$ cat src/rtl/cmd_frame_pkg.sv
// cmd_frame_pkg
// Shared definitions for the command frame engine: FSM state encoding,
// command/response byte values, NAK error codes and state-class helpers.
package cmd_frame_pkg;

    typedef enum logic [3:0] {
        S_IDLE,
        S_CMD,
        S_ADDR,
        S_COUNT,
        S_PAYLOAD,
        S_CHK,
        S_WRITE,
        S_RD_REQ,
        S_RD_WAIT,
        S_RD_TX,
        S_RD_CHK,
        S_RESP
    } state_t;

    localparam logic [7:0] CMD_WRITE = 8'h57;
    localparam logic [7:0] CMD_READ  = 8'h52;
    localparam logic [7:0] ACK       = 8'h06;
    localparam logic [7:0] NAK       = 8'h15;

    localparam logic [7:0] ERR_CMD        = 8'h01;
    localparam logic [7:0] ERR_COUNT      = 8'h02;
    localparam logic [7:0] ERR_CHK        = 8'h03;
    localparam logic [7:0] ERR_TIMEOUT    = 8'h04;
    localparam logic [7:0] ERR_RD_TIMEOUT = 8'h05;

    // States that are receiving a frame: inter-byte timeout applies here.
    function automatic logic is_rx_state(input state_t s);
        return s inside {S_CMD, S_ADDR, S_COUNT, S_PAYLOAD, S_CHK};
    endfunction

    // States in which an incoming byte cannot be used and is discarded.
    function automatic logic is_drop_state(input state_t s);
        return s inside {S_WRITE, S_RD_REQ, S_RD_WAIT, S_RD_TX, S_RD_CHK, S_RESP};
    endfunction

endpackage

$ cat src/rtl/cmd_payload_buffer.sv
// cmd_payload_buffer
// Write-payload store: written one byte at a time through byte-lane enables,
// read one whole register at a time (combinational read).
// Ports:
//   clk      clock
//   wr_idx   register slot being filled
//   wr_be    one-hot byte-lane enable (all zero = no write)
//   wr_byte  byte written into the enabled lane
//   rd_idx   register slot being read
//   rd_data  full register value at rd_idx
module cmd_payload_buffer
    import cmd_frame_pkg::*;
#(
    parameter int WORD_WIDTH = 8,
    parameter int REG_WIDTH  = 4,
    parameter int DEPTH      = 4,
    parameter int IDX_W      = 2
) (
    input  logic                            clk,
    input  logic [IDX_W-1:0]                wr_idx,
    input  logic [REG_WIDTH-1:0]            wr_be,
    input  logic [WORD_WIDTH-1:0]           wr_byte,
    input  logic [IDX_W-1:0]                rd_idx,
    output logic [REG_WIDTH*WORD_WIDTH-1:0] rd_data
);

    logic [REG_WIDTH*WORD_WIDTH-1:0] mem [DEPTH];

    // Contents carry no reset: every slot is rewritten before it is read.
    always_ff @(posedge clk) begin
        for (int l = 0; l < REG_WIDTH; l++) begin
            if (wr_be[l]) begin
                mem[wr_idx][l*WORD_WIDTH +: WORD_WIDTH] <= wr_byte;
            end
        end
    end

    assign rd_data = mem[rd_idx];

endmodule

$ cat src/rtl/cmd_frame_engine.sv
// cmd_frame_engine
// Parses SYNC/CMD/ADDR/N/payload/CHK frames from a byte stream, buffers write
// payload until the checksum verifies, then issues burst register writes or
// reads (auto-incrementing address) and streams ACK/NAK responses and read
// data to the TX FIFO under backpressure.
// Ports:
//   clk, i_reset_n            clock, asynchronous active-low reset
//   i_rx_data/i_rx_valid      received byte strobe (no backpressure)
//   o_tx_data/o_tx_valid      response byte, held until i_tx_ready
//   i_tx_ready                TX FIFO can accept
//   o_w_en/o_w_addr/o_w_value register write strobe
//   o_r_en/o_r_addr           register read strobe
//   i_r_value/i_r_valid       read return data
//   o_busy                    engine not idle
//   o_err_count               saturating count of NAKs sent plus dropped bytes
module cmd_frame_engine
    import cmd_frame_pkg::*;
#(
    parameter int                    WORD_WIDTH    = 8,
    parameter int                    REG_WIDTH     = 4,
    parameter int                    ADDR_WORDS    = 1,
    parameter int                    MAX_BURST     = 4,
    parameter logic [WORD_WIDTH-1:0] SYNC          = 8'hA5,
    parameter int                    TIMEOUT       = 100000,
    parameter int                    LITTLE_ENDIAN = 0
) (
    input  logic                             clk,
    input  logic                             i_reset_n,
    input  logic [WORD_WIDTH-1:0]            i_rx_data,
    input  logic                             i_rx_valid,
    output logic [WORD_WIDTH-1:0]            o_tx_data,
    output logic                             o_tx_valid,
    input  logic                             i_tx_ready,
    output logic                             o_w_en,
    output logic [ADDR_WORDS*WORD_WIDTH-1:0] o_w_addr,
    output logic [REG_WIDTH*WORD_WIDTH-1:0]  o_w_value,
    output logic                             o_r_en,
    output logic [ADDR_WORDS*WORD_WIDTH-1:0] o_r_addr,
    input  logic [REG_WIDTH*WORD_WIDTH-1:0]  i_r_value,
    input  logic                             i_r_valid,
    output logic                             o_busy,
    output logic [7:0]                       o_err_count
);

    localparam int AW    = ADDR_WORDS * WORD_WIDTH;
    localparam int RW    = REG_WIDTH * WORD_WIDTH;
    localparam int IDX_W = (MAX_BURST > 1) ? $clog2(MAX_BURST) : 1;
    localparam int TW    = $clog2(TIMEOUT + 1);

    state_t                  state_q, state_d;
    logic [AW-1:0]           addr_q, addr_d;
    logic [WORD_WIDTH-1:0]   n_q, n_d;
    logic [WORD_WIDTH-1:0]   beat_q, beat_d;
    logic [WORD_WIDTH-1:0]   bidx_q, bidx_d;
    logic [WORD_WIDTH-1:0]   chk_q, chk_d;
    logic                    is_rd_q, is_rd_d;
    logic                    nak_q, nak_d;
    logic [7:0]              code_q, code_d;
    logic [RW-1:0]           rdata_q, rdata_d;
    logic [TW-1:0]           tmo_q, tmo_d;
    logic [7:0]              err_q, err_d;

    logic [REG_WIDTH-1:0]    buf_we;
    logic [RW-1:0]           buf_rd;
    logic                    tx_valid, w_en, r_en, drop, nak_sent, tmo_hit;
    logic [WORD_WIDTH-1:0]   tx_data;
    logic [8:0]              err_sum;

    // Byte k of a register (in stream order) lives in this lane.
    function automatic int lane_of(input logic [WORD_WIDTH-1:0] k);
        return (LITTLE_ENDIAN != 0) ? int'(k) : REG_WIDTH - 1 - int'(k);
    endfunction

    cmd_payload_buffer #(
        .WORD_WIDTH (WORD_WIDTH),
        .REG_WIDTH  (REG_WIDTH),
        .DEPTH      (MAX_BURST),
        .IDX_W      (IDX_W)
    ) u_buf (
        .clk     (clk),
        .wr_idx  (beat_q[IDX_W-1:0]),
        .wr_be   (buf_we),
        .wr_byte (i_rx_data),
        .rd_idx  (beat_q[IDX_W-1:0]),
        .rd_data (buf_rd)
    );

    always_comb begin
        state_d  = state_q;
        addr_d   = addr_q;
        n_d      = n_q;
        beat_d   = beat_q;
        bidx_d   = bidx_q;
        chk_d    = chk_q;
        is_rd_d  = is_rd_q;
        nak_d    = nak_q;
        code_d   = code_q;
        rdata_d  = rdata_q;
        tmo_d    = '0;
        buf_we   = '0;
        tx_valid = 1'b0;
        tx_data  = '0;
        w_en     = 1'b0;
        r_en     = 1'b0;
        nak_sent = 1'b0;
        drop     = i_rx_valid && is_drop_state(state_q);
        tmo_hit  = (tmo_q == TW'(TIMEOUT - 1));

        // A byte arriving on the expiry cycle wins and restarts the count.
        if (is_rx_state(state_q)) begin
            tmo_d = i_rx_valid ? '0 : tmo_q + 1'b1;
        end

        case (state_q)
            S_IDLE: begin
                if (i_rx_valid && i_rx_data == SYNC) begin
                    state_d = S_CMD;
                    nak_d   = 1'b0;
                end
            end
            S_CMD: begin
                if (i_rx_valid) begin
                    chk_d  = i_rx_data;
                    bidx_d = '0;
                    addr_d = '0;
                    if (i_rx_data == WORD_WIDTH'(CMD_WRITE)) begin
                        is_rd_d = 1'b0;
                        state_d = S_ADDR;
                    end else if (i_rx_data == WORD_WIDTH'(CMD_READ)) begin
                        is_rd_d = 1'b1;
                        state_d = S_ADDR;
                    end else begin
                        state_d = S_RESP;
                        nak_d   = 1'b1;
                        code_d  = ERR_CMD;
                    end
                end
            end
            S_ADDR: begin
                if (i_rx_valid) begin
                    chk_d  = chk_q ^ i_rx_data;
                    addr_d = (addr_q << WORD_WIDTH) | AW'(i_rx_data);
                    if (bidx_q == WORD_WIDTH'(ADDR_WORDS - 1)) begin
                        bidx_d  = '0;
                        state_d = S_COUNT;
                    end else begin
                        bidx_d = bidx_q + 1'b1;
                    end
                end
            end
            S_COUNT: begin
                if (i_rx_valid) begin
                    chk_d  = chk_q ^ i_rx_data;
                    n_d    = i_rx_data;
                    beat_d = '0;
                    bidx_d = '0;
                    if (i_rx_data == '0 || i_rx_data > WORD_WIDTH'(MAX_BURST)) begin
                        state_d = S_RESP;
                        nak_d   = 1'b1;
                        code_d  = ERR_COUNT;
                    end else begin
                        state_d = is_rd_q ? S_CHK : S_PAYLOAD;
                    end
                end
            end
            S_PAYLOAD: begin
                if (i_rx_valid) begin
                    chk_d                  = chk_q ^ i_rx_data;
                    buf_we[lane_of(bidx_q)] = 1'b1;
                    if (bidx_q == WORD_WIDTH'(REG_WIDTH - 1)) begin
                        bidx_d = '0;
                        if (beat_q == n_q - 1'b1) begin
                            beat_d  = '0;
                            state_d = S_CHK;
                        end else begin
                            beat_d = beat_q + 1'b1;
                        end
                    end else begin
                        bidx_d = bidx_q + 1'b1;
                    end
                end
            end
            S_CHK: begin
                if (i_rx_valid) begin
                    bidx_d = '0;
                    beat_d = '0;
                    if (i_rx_data != chk_q) begin
                        state_d = S_RESP;
                        nak_d   = 1'b1;
                        code_d  = ERR_CHK;
                    end else if (is_rd_q) begin
                        // Checksum register is reused to accumulate read data.
                        chk_d   = '0;
                        state_d = S_RESP;
                    end else begin
                        state_d = S_WRITE;
                    end
                end
            end
            S_WRITE: begin
                w_en   = 1'b1;
                addr_d = addr_q + 1'b1;
                if (beat_q == n_q - 1'b1) begin
                    state_d = S_RESP;
                    bidx_d  = '0;
                end else begin
                    beat_d = beat_q + 1'b1;
                end
            end
            S_RD_REQ: begin
                r_en    = 1'b1;
                state_d = S_RD_WAIT;
            end
            S_RD_WAIT: begin
                tmo_d = tmo_q + 1'b1;
                if (i_r_valid) begin
                    rdata_d = i_r_value;
                    bidx_d  = '0;
                    state_d = S_RD_TX;
                end else if (tmo_hit) begin
                    state_d = S_RESP;
                    nak_d   = 1'b1;
                    code_d  = ERR_RD_TIMEOUT;
                    bidx_d  = '0;
                end
            end
            S_RD_TX: begin
                tx_valid = 1'b1;
                tx_data  = rdata_q[lane_of(bidx_q)*WORD_WIDTH +: WORD_WIDTH];
                if (i_tx_ready) begin
                    chk_d = chk_q ^ tx_data;
                    if (bidx_q == WORD_WIDTH'(REG_WIDTH - 1)) begin
                        bidx_d = '0;
                        addr_d = addr_q + 1'b1;
                        if (beat_q == n_q - 1'b1) begin
                            state_d = S_RD_CHK;
                        end else begin
                            beat_d  = beat_q + 1'b1;
                            state_d = S_RD_REQ;
                        end
                    end else begin
                        bidx_d = bidx_q + 1'b1;
                    end
                end
            end
            S_RD_CHK: begin
                tx_valid = 1'b1;
                tx_data  = chk_q;
                if (i_tx_ready) begin
                    state_d = S_IDLE;
                end
            end
            S_RESP: begin
                // bidx selects the response byte: 0 = ACK/NAK, 1 = error code.
                tx_valid = 1'b1;
                if (bidx_q == '0) begin
                    tx_data = nak_q ? WORD_WIDTH'(NAK) : WORD_WIDTH'(ACK);
                end else begin
                    tx_data = WORD_WIDTH'(code_q);
                end
                if (i_tx_ready) begin
                    if (bidx_q == '0 && nak_q) begin
                        nak_sent = 1'b1;
                        bidx_d   = bidx_q + 1'b1;
                    end else if (bidx_q == '0 && is_rd_q) begin
                        state_d = S_RD_REQ;
                    end else begin
                        state_d = S_IDLE;
                    end
                end
            end
            default: state_d = S_IDLE;
        endcase

        if (is_rx_state(state_q) && !i_rx_valid && tmo_hit) begin
            state_d = S_RESP;
            nak_d   = 1'b1;
            code_d  = ERR_TIMEOUT;
            bidx_d  = '0;
        end

        err_sum = {1'b0, err_q} + {8'd0, drop} + {8'd0, nak_sent};
        err_d   = err_sum[8] ? 8'hFF : err_sum[7:0];
    end

    always_ff @(posedge clk or negedge i_reset_n) begin
        if (!i_reset_n) begin
            state_q <= S_IDLE;
            addr_q  <= '0;
            n_q     <= '0;
            beat_q  <= '0;
            bidx_q  <= '0;
            chk_q   <= '0;
            is_rd_q <= 1'b0;
            nak_q   <= 1'b0;
            code_q  <= '0;
            rdata_q <= '0;
            tmo_q   <= '0;
            err_q   <= '0;
        end else begin
            state_q <= state_d;
            addr_q  <= addr_d;
            n_q     <= n_d;
            beat_q  <= beat_d;
            bidx_q  <= bidx_d;
            chk_q   <= chk_d;
            is_rd_q <= is_rd_d;
            nak_q   <= nak_d;
            code_q  <= code_d;
            rdata_q <= rdata_d;
            tmo_q   <= tmo_d;
            err_q   <= err_d;
        end
    end

    // Outputs decode from the state register, so reset clears them at once.
    assign o_tx_valid  = tx_valid;
    assign o_tx_data   = tx_data;
    assign o_w_en      = w_en;
    assign o_w_addr    = w_en ? addr_q : '0;
    assign o_w_value   = w_en ? buf_rd : '0;
    assign o_r_en      = r_en;
    assign o_r_addr    = r_en ? addr_q : '0;
    assign o_busy      = (state_q != S_IDLE);
    assign o_err_count = err_q;

endmodule

$ cat config.mk
export PLATFORM = sky130hd
export DESIGN_NAME = cmd_frame_engine
export DESIGN_NICKNAME = d
export VERILOG_FILES = /design/src/rtl/cmd_frame_pkg.sv /design/src/rtl/cmd_payload_buffer.sv /design/src/rtl/cmd_frame_engine.sv
export SDC_FILE = /design/constraint.sdc
export NUM_CORES = 1
export LEC_CHECK = 0
export BUFFER_PORTS_ARGS = -buffer_cell sky130_fd_sc_hd__buf_2
export CAP_MARGIN = 20
export CORE_MARGIN = 2
export CORE_UTILIZATION = 39
export DETAILED_ROUTE_END_ITERATION = 16
export PLACE_DENSITY = 0.67
export SKIP_LAST_GASP = 1
export SLEW_MARGIN = 25
export SYNTH_ARGS = -nofsm -noshare
export SYNTH_HDL_FRONTEND = slang
export SYNTH_SLANG_ARGS = --single-unit
export TNS_END_PERCENT = 1
$ cat constraint.sdc
create_clock -name clk -period 2.91 [get_ports clk]
set_input_delay 0 -clock clk [delete_from_list [all_inputs] [get_ports clk]]
set_output_delay 0 -clock clk [all_outputs]
set_load 0.01 [all_outputs]
==> out/metrics.cfg <==
[cells_and_area]
final_util_pct=47.9
area_delta_synth_final_pct=21.0
most-common-layout-cells=edfxtp_1 (128), buf_2 (111), dfrtp_1 (105)
post_route_cells_drive_above_1_share_pct=26.6
diodes=0
mostFrequentLayoutCell=edfxtp_1
num-nets-final=1193

[clock_network]
clock_tree.root_cell=clkbuf_16
clkSlewWorstSetupHoldPaths_ps=60
worstSkewPairLatency_ps=540
number_of_cts_inserted_buffers=25
cts.htree.levels=1
cts_tree=done
clkSinkCount=234
ctsLongestPathBuffers=3

[place]
place.port_buffers=112
finalWeightedCongestion=0.930
dpl.hpwl_mm=20.7

[critical_path]
critical_path.startpoint=state_q[0]
timing.critical_path.to_type=primary output
cpPeakStageDelay_ps=500
timing.critical_path.max_delay_family=buffers and inverters
cp_slowest_cell=dfrtp_1
critical_path_required_ps=2910
critical_path_depth=8
worst_ep_arrival_time_ps=2830
timing.rr.start=state_q[0]
start_kind=flop
crit_type=flop to primary output
critPathMaxFanout=37
reg2reg_to=is_rd_q
reg2reg_setup_slack_ps=220
reg2reg_depth=8
critical_path.cell_chain=buf_12 -> nand2b_1 -> buf_4 -> or2_2 -> clkinvlp_4 -> buf_6 -> and2_1 -> buf_2
critical_path_buf_inv_count=5

[global_routing]
largest_net_degree_at_the_start_of_global_routing=58
first_global_vias=8121
antenna_violations_before_repair=0
grt_use_total_pct=19.3
globalRoute.totalOverflow=0
grt_first_pass_wirelength_mm=46.7

[worst_hold_path]
capture_endpoint_of_the_worst_hold_path=nak_q
worst_hold_path.num_cells=5
hp-class=input port to flop
hold_path.startpoint=i_rx_data[3]

[timing]
whs_ps=35.9
clock.fmax_mhz=353
timing.max_slew.rel_slack_pct=45.1
post-route-period-util_pct=97.3
setup_repair_after_global_routing_missed_its_margin=yes
finalHoldViolations=0
timing.setup.tns_ps=0
layout_skew_ps=17.4
drv_slew=0
tightest_slew_ps=813
setup_viol_count_final=0
layout_min_cycle_time_ps=2830

[floorplanning]
die_w_um=177
fp.coreArea_um2=29600
rows=63
fp.dieArea_um2=31400
die_height_um=177
initial_core_util_pct=39.6
boundaryPins=113

[route]
detail_route.first_pass.iterations=5
route.detailed.vias_per_inst=5.52
post_drt_wl_per_cell_um=19.7
remaining_drc_errors=0
number_of_nets_still_failing_antenna_checks_after_routing=0
wirelength_mm=30.3
initialDrtViolationCount=776
via_count=8497

[logic_synthesis]
syn-mean-instance-area_um2=12.3
post_synth_inst_count=953
synthDistinctLibCells=76
dominant_register_cell_in_the_synthesized_netlist=edfxtp_1
synth-seq-area-share_pct=55.6
synth-async-reset-ratio_pct=45.3
count_of_flip_flops_with_a_built_in_enable_after_synthesis=128
synth.cell_area_um2=11700
flop_and_latch_count_out_of_synthesis=234
synth_top_area_cell=edfxtp_1
post-synth-top-area-fraction_pct=32.9
synthesis.nets=1013
netlist_top_cells_area=edfxtp_1 (33%), dfrtp_1 (23%), mux4_2 (7.7%), mux2_2 (4.2%), nand2_1 (3.0%)
synth-warning-count=0

[power_and_ir_drop]
cellLeakagePower_nw=5.93
peakVddDrop_uv=467
power_density_nw_per_um2=580

[flow_run]
drv_cap=0

[status]
status=finished, final reports clean

==> cell families (layout without fill, tap and decap cells) <==
kind of cell               count (synthesis)  after routing  share of synthesized area, %
and+or+nand+nor                          359            359                          16.2
DFF                                      234            234                          55.6
AOI/OAI and AO/OA                        145            145                          8.74
muxes                                     88             88                          12.3
buffers and inverters                     71            268                          2.50
xor gates and xnor gates                  41             41                          3.07
adders and majority gates                 15             15                          1.67
==> worst max path at each step <==
stage | slack [ps] | to
6_report | 80 | o_w_addr[5]
5_1_grt | -50 | o_w_addr[5]
4_1_cts | 60 | o_w_addr[5]
3_5_place_dp | 240 | o_err_count[1]
3_3_place_gp | 310 | addr_q[2]
2_1_floorplan | 180 | o_err_count[7]
==> state kept, by name, summed over array words and instances, names as in the netlist, 3 cells and up <==
signal / count
chk_q: 8
tmo_q: 17
o_err_count: 8
code_q: 3
beat_q: 8
bidx_q: 8
state_q: 4
rdata_q: 32
addr_q: 8
u_buf.mem: 128
n_q: 8
==> per-layer routing <==
layer,global-route usage (%),wire (um),up-vias
met5,0,0,-
met4,4.37,655,0
met3,4.51,2300,47
met2,30.8,13900,325
met1,26.9,13500,4215
li1,-,-,3910
==> synthesized netlist by cell type (7+ instances only) <==
cell        n
a21oi_1    30
a22o_1     14
and2_1     44
and3_1     31
buf_1      11
buf_2      18
clkbuf_1   18
dfrtp_1   106
edfxtp_1  128
ha_1       14
inv_1      23
mux2_2     44
mux4_2     40
nand2_1    92
nand2b_1   11
nand3_1    42
nand4_1    10
nor2_1     68
nor2b_1     7
nor3_1     11
o21ai_0    37
or3_1       9
xnor2_1    20
xor2_1     21
==> per-stage QoR <==
step | worst slack (ps) | instances | total power (W) | area [um2]
floorplan | 177 | 953 | 0.00467 | 11700
global placement | 309 | 1458 | 0.00508 | 13000
detailed placement | 238 | 1458 | 0.00510 | 13000
CTS | 56.5 | 1540 | 0.00826 | 14100
global route | -51.4 | 1540 | 0.00851 | 14200
finish | 79.0 | 1540 | 0.00820 | 14200
==> layout make-up <==
type	instances	area, um2
clock buffers	34	669
repair buffers	201	1370
clock inverters	10	130
fillers	2643	15400
flip-flops and latches	234	6500
well taps	390	488
multi-input cells	648	4910
inverters	23	90.1
==> worst min-delay path: stages <==
cell and delay, ps:
buf_2 170, nor4b_1 70, nand3_1 140, o21ai_0 90, nand2_1 60
==> repair_timing <==
action	CTS	global route
cloned	0	0
endpoints found under the setup margin	36	11
hold endpoints to repair	96	0
buffers inserted	0	0
hold buffers	38	0
gates resized for setup	2	1
==> power breakdown <==
part	switching [W]	total (W)	leakage (nW)	internal, W
combinational	0.000721	0.00138	2.98	0.000655
sequential	0.000112	0.00370	2.57	0.00358
clock	0.00132	0.00313	0.387	0.00181
total	0.00215	0.00820	5.93	0.00605
(Power assumes the default switching activity.)
